## src/rtl/mem_port_arbiter.sv

```systemverilog
// mem_port_arbiter: shares one single-ported unified memory between the
// instruction-fetch port and the load/store port. One requester is granted at
// a time; the memory request is held until mem_ack (or a timeout abort), then
// a one-cycle ready pulse and registered read data go back to the winner.
module mem_port_arbiter #(
   parameter int ADDR_W       = 32,
   parameter int DATA_W       = 32,
   parameter int STARVE_LIMIT = 3,
   parameter int TIMEOUT      = 15
) (
   input  logic              clk,
   input  logic              reset,
   input  logic              if_req,
   input  logic [ADDR_W-1:0] if_addr,
   output logic [DATA_W-1:0] if_rdata,
   output logic              if_ready,
   input  logic              dm_rd,
   input  logic              dm_wr,
   input  logic [ADDR_W-1:0] dm_addr,
   input  logic [DATA_W-1:0] dm_wdata,
   output logic [DATA_W-1:0] dm_rdata,
   output logic              dm_ready,
   output logic              mem_en,
   output logic              mem_we,
   output logic [ADDR_W-1:0] mem_addr,
   output logic [DATA_W-1:0] mem_wdata,
   input  logic [DATA_W-1:0] mem_rdata,
   input  logic              mem_ack,
   output logic              stall,
   output logic              err
);

   localparam int SW = (STARVE_LIMIT > 0) ? $clog2(STARVE_LIMIT + 1) : 1;
   localparam int TW = (TIMEOUT > 1) ? $clog2(TIMEOUT) : 1;

   typedef enum logic [1:0] {
      ST_IDLE   = 2'd0,
      ST_IF_ACC = 2'd1,
      ST_DM_ACC = 2'd2,
      ST_RESP   = 2'd3
   } state_t;

   state_t          r_state;
   state_t          w_state_nxt;
   logic [SW-1:0]   r_starve_cnt;
   logic [SW-1:0]   w_starve_nxt;
   logic [TW-1:0]   r_tmo_cnt;
   logic [TW-1:0]   w_tmo_nxt;
   logic            w_err_nxt;
   logic            w_mem_en_nxt;
   logic            w_mem_we_nxt;
   logic [ADDR_W-1:0] w_mem_addr_nxt;
   logic [DATA_W-1:0] w_mem_wdata_nxt;
   logic [DATA_W-1:0] w_if_rdata_nxt;
   logic [DATA_W-1:0] w_dm_rdata_nxt;
   logic            w_if_ready_nxt;
   logic            w_dm_ready_nxt;
   logic            w_dm_req;

   assign w_dm_req = dm_rd | dm_wr;

   // Stall the pipeline while any request is outstanding and not yet answered.
   assign stall = (if_req & ~if_ready) | (w_dm_req & ~dm_ready);

   // Next-state and next-output logic; every register holds unless changed.
   always_comb begin
      w_state_nxt     = r_state;
      w_starve_nxt    = r_starve_cnt;
      w_tmo_nxt       = r_tmo_cnt;
      w_err_nxt       = err;
      w_mem_en_nxt    = mem_en;
      w_mem_we_nxt    = mem_we;
      w_mem_addr_nxt  = mem_addr;
      w_mem_wdata_nxt = mem_wdata;
      w_if_rdata_nxt  = if_rdata;
      w_dm_rdata_nxt  = dm_rdata;
      w_if_ready_nxt  = 1'b0;
      w_dm_ready_nxt  = 1'b0;

      case (r_state)
         ST_IDLE: begin
            // Data port wins unless fetch has already waited STARVE_LIMIT grants.
            if (w_dm_req && (!if_req || (r_starve_cnt < SW'(STARVE_LIMIT)))) begin
               w_state_nxt     = ST_DM_ACC;
               w_mem_en_nxt    = 1'b1;
               w_mem_we_nxt    = dm_wr;
               w_mem_addr_nxt  = dm_addr;
               w_mem_wdata_nxt = dm_wdata;
               w_tmo_nxt       = '0;
               if (if_req) begin
                  if (r_starve_cnt != SW'(STARVE_LIMIT))
                     w_starve_nxt = r_starve_cnt + 1'b1;
               end else begin
                  w_starve_nxt = '0;
               end
            end else if (if_req) begin
               w_state_nxt     = ST_IF_ACC;
               w_mem_en_nxt    = 1'b1;
               w_mem_we_nxt    = 1'b0;
               w_mem_addr_nxt  = if_addr;
               w_mem_wdata_nxt = '0;
               w_tmo_nxt       = '0;
               w_starve_nxt    = '0;
            end
         end

         ST_IF_ACC, ST_DM_ACC: begin
            if (mem_ack || (r_tmo_cnt == TW'(TIMEOUT - 1))) begin
               // Completion or abort: release memory and answer the requester.
               // An aborted read returns zero and latches the error flag.
               w_state_nxt  = ST_RESP;
               w_mem_en_nxt = 1'b0;
               w_mem_we_nxt = 1'b0;
               if (!mem_ack)
                  w_err_nxt = 1'b1;
               if (r_state == ST_IF_ACC) begin
                  w_if_ready_nxt = 1'b1;
                  w_if_rdata_nxt = mem_ack ? mem_rdata : '0;
               end else begin
                  w_dm_ready_nxt = 1'b1;
                  if (!mem_we)
                     w_dm_rdata_nxt = mem_ack ? mem_rdata : '0;
               end
            end else begin
               w_tmo_nxt = r_tmo_cnt + 1'b1;
            end
         end

         ST_RESP: begin
            w_state_nxt = ST_IDLE;
         end

         default: begin
            w_state_nxt = ST_IDLE;
         end
      endcase
   end

   // State, counters and all registered outputs; reset aborts any access.
   always_ff @(posedge clk) begin
      if (!reset) begin
         r_state      <= ST_IDLE;
         r_starve_cnt <= '0;
         r_tmo_cnt    <= '0;
         err          <= 1'b0;
         mem_en       <= 1'b0;
         mem_we       <= 1'b0;
         mem_addr     <= '0;
         mem_wdata    <= '0;
         if_rdata     <= '0;
         dm_rdata     <= '0;
         if_ready     <= 1'b0;
         dm_ready     <= 1'b0;
      end else begin
         r_state      <= w_state_nxt;
         r_starve_cnt <= w_starve_nxt;
         r_tmo_cnt    <= w_tmo_nxt;
         err          <= w_err_nxt;
         mem_en       <= w_mem_en_nxt;
         mem_we       <= w_mem_we_nxt;
         mem_addr     <= w_mem_addr_nxt;
         mem_wdata    <= w_mem_wdata_nxt;
         if_rdata     <= w_if_rdata_nxt;
         dm_rdata     <= w_dm_rdata_nxt;
         if_ready     <= w_if_ready_nxt;
         dm_ready     <= w_dm_ready_nxt;
      end
   end

endmodule

```

## config.mk

```make
export PLATFORM = sky130hd
export DESIGN_NAME = mem_port_arbiter
export DESIGN_NICKNAME = d
export VERILOG_FILES = /design/src/rtl/mem_port_arbiter.sv
export SDC_FILE = /design/constraint.sdc
export NUM_CORES = 1
export LEC_CHECK = 0
export ABC_AREA = 1
export CAP_MARGIN = 25
export CORE_ASPECT_RATIO = 1.1
export CORE_MARGIN = 5
export CORE_UTILIZATION = 25
export CTS_CLUSTER_SIZE = 10
export DETAILED_ROUTE_END_ITERATION = 8
export DONT_BUFFER_PORTS = 1
export MAX_ROUTING_LAYER = met4
export PLACE_DENSITY_LB_ADDON = 0.1
export SLEW_MARGIN = 40
export SYNTH_ARGS = -nofsm -noshare
export SYNTH_HDL_FRONTEND = slang
export SYNTH_SLANG_ARGS = --single-unit
```

## constraint.sdc

```tcl
create_clock -name clk -period 2.3 [get_ports clk]
set_clock_uncertainty 0.1 [all_clocks]
set_input_delay 0.46 -clock clk [delete_from_list [all_inputs] [get_ports clk]]
set_output_delay 0.46 -clock clk [all_outputs]
set_load 0.1 [all_outputs]
```

==> run_results.csv <==
group,metric,value,unit
clock_network,clkTransAtPathRegs,0.06,ns
finish,area_growth,31.5,%
critical_path,crit_chain,"inv_1 > ha_2 > buf_4 > nand4_1 > a21oi_1",
synth,syn_area,0.00576,mm2
sta,fin_crit_sh,0.837,
floorplan,dieWidth,155,um
clock_network,hold_buffers,0,
synth,yosysTopAreaCellShare,0.490,
run_status,run_status,"complete, no violations",
clock_network,cts_tree,"yes",
synth,synth_compound_area_frac,0.180,
synth,synthMuxAreaShare,0,
finish,instances_no_fill,1194,
floorplan,die_h,169,um
synth,synthesis.instances,778,
finish,nets,1020,
finish,seq_area,0.00282,mm2
global_routing,grt_max_degree,67,
global_routing,grt_usage,0.150,
synth,synth_xor_area_frac,0,
sta,setup_viol_count_final,0,
route,vias,5595,
floorplan,core-area,0.0228,mm2
finish,diodes,0,
clock_network,cts-root-buf,"clkbuf_16",
global_routing,grt_pass1_vias,5547,
placed_design,placedCellCount,1162,
sta,period_minus_slack,1.93,ns
placed_design,gp_congestion,0.902,
global_routing,grt_first_pass_wirelength,30800,um
critical_path,cp_max_fo,64,
clock_network,cts_resized,0,
critical_path,startpoint_type,"flop",
route,drtAntennaViolNets,0,
synth,synth_top_area_cell,"dfxtp_1",
clock_network,cts_made_buffers,17,
global_routing,grt_antenna_before_repair,0,
route,drt_iter0_markers,256,
finish,drive_gt1_frac,0.211,
sta,setup_ws,0.375,ns
synth,synth.avg_cell_area,7.40,um2
min_path,hold_path.class,"primary input to flop",
flow_run,cap_violations,0,
placed_design,place_hpwl,14300,um
clock_network,cts_buffer_depth,2,
placed_design,dp_slack,0.341,ns
floorplan,num_rows,58,
sta,maxSlewViolCount,0,
clock_network,cts_max_level,4,
floorplan,die_area,0.0262,mm2
route,avgViaCountPerCell,4.69,
floorplan,io_pins,268,
finish,multi_input_area,0.00247,mm2
critical_path,cp-end-kind,"flop",
synth,synth_top_family_by_area,"simple AND/OR/NAND/NOR gates",
finish,fillCellCount,2492,
route,dr.pass1.iters,5,
critical_path,crit_path_max_incr_delay,0.54,ns
route,drt-total-wl,19800,um
route,wl_per_cell,16.6,um
sta,rsz0062_at_grt,"no",
critical_path,required,2.54,ns
synth,synth_nets,917,
finish,utilization,0.332,
sta,relSlewSlack,0.550,
synth,yosys.area_share.simple,0.237,
critical_path,cp.arrival,2.17,ns
synth,synthTopCellsByArea,"dfxtp_1, a21oi_1, nand2_1",
synth,yosysWarnings,0,
critical_path,cp_slowest_cell,"buf_4",
clock_network,clock-sinks,141,
pwr,ir_worst_vdd,592,uV
synth,ys_seq_area_frac,0.490,
floorplan,initial_core_util,0.253,
pwr,power.density,1650,mW/mm2
sta,finalHoldViolCount,0,
sta,max_clock_freq,519,MHz
placed_design,port_buffers,0,
sta,setup_tns,0,ns
sta,worst_pin_slew,0.676,ns
synth,ys_types,20,
critical_path,worstSetupPathType,"flop to flop",
clock_network,cts_setup_buffers,0,
synth,synth_seq_cells,141,
clock_network,clock_latency,0.41,ns
global_routing,grt_overflow,0,
synth,synth_fa_ha_area_frac,0.0109,
pwr,cellLeakagePower,3.21,nW
route,drc,0,
==> synthesized netlist by cell type <==
library cell / number
inv_1: 28
clkbuf_1: 28
nand2_2: 2
nand2_1: 215
o22ai_1: 1
nor2_2: 2
o21ai_0: 14
buf_4: 5
buf_1: 3
nor2_1: 19
dfxtp_1: 141
buf_2: 27
clkinv_1: 16
ha_1: 5
nand4_1: 65
nor3b_1: 1
a21oi_1: 168
o21ai_1: 24
nand3_1: 9
inv_2: 5
==> layout make-up <==
class                      instances  share of cell area
timing repair buffer             147               0.147
sequential                       141               0.373
multi-input combinational        525               0.327
clock buffer                      20              0.0577
clock inverter                    12              0.0213
tap                              300              0.0496
inverter                          49              0.0245
==> final timing paths <==
path                              from                         to  slack (ns)  depth (start not counted)
max reg2reg    r_state[0]$_SDFFE_PN0P_  dm_rdata[15]$_SDFFE_PN0P_        0.37                          5
min reg2reg  if_rdata[18]$_SDFFE_PN0P_  if_rdata[18]$_SDFFE_PN0P_        0.37                          2
max            r_state[0]$_SDFFE_PN0P_  dm_rdata[15]$_SDFFE_PN0P_        0.37                          5
min                         dm_addr[7]   mem_addr[7]$_SDFFE_PN0P_        0.08                          2
==> report_power, final <==
group          total, mW  internal, mW  switching, mW
Clock               2.82          1.72           1.10
Combinational       6.52          1.25           5.27
Sequential          3.13          2.94          0.196
Total               12.5          5.91           6.57
==> placed cells by master (no fill, tap or decap), types with 4 or more instances in the layout <==
master     synthesis  layout
a21oi_1          168     168
buf_4              5     146
clkbuf_16          0      17
clkinv_1          16      16
dfxtp_1          141     141
ha_1               5       4
inv_1             28      27
inv_2              5       5
nand2_1          215     214
nand3_1            9       9
nand4_1           65      65
nor2_1            19      19
o21ai_0           14      14
o21ai_1           24      24
==> worst max-delay path, delay by kind of cell, from the launching register on <==
family	cells	cell delay [ns]
DFF	1	0.34
and+or+nand+nor	1	0.25
buffers and inverters	2	0.60
AOI/OAI and AO/OA	1	0.18
adders and majority gates	1	0.38
==> flip-flops by register name (all words and copies together), names as in the netlist <==
register and flops:
dm_rdata 32, dm_ready 1, err 1, if_rdata 32, if_ready 1, mem_addr 32, mem_en 1, mem_wdata 32
mem_we 1, r_starve_cnt 2, r_state 2, r_tmo_cnt 4
==> cell families after synthesis <==
family	count (synthesis)
fa+ha+maj	5
compound gates	207
buf+inv	112
simple gates	313
flops	141
==> layer usage <==
metal	global-route usage	vias to the layer above	part of all wire
met2	0.236	198	0.47
met4	0.0422	0	0.013
met1	0.170	2567	0.40
met3	0.0735	17	0.12
met5	-	-	0
li1	-	2813	-
==> stage by stage <==
stage	hold WS, ns	area, um2	power, mW
2_1_floorplan	0.396	5760	8.44
3_3_place_gp	0.355	6970	9.70
3_5_place_dp	0.359	6970	9.76
4_1_cts	0.0537	7570	12.6
5_1_grt	0.0610	7570	13.2
6_report	0.0837	7570	12.5
No activity file was read; power rests on OpenSTA's default activity.
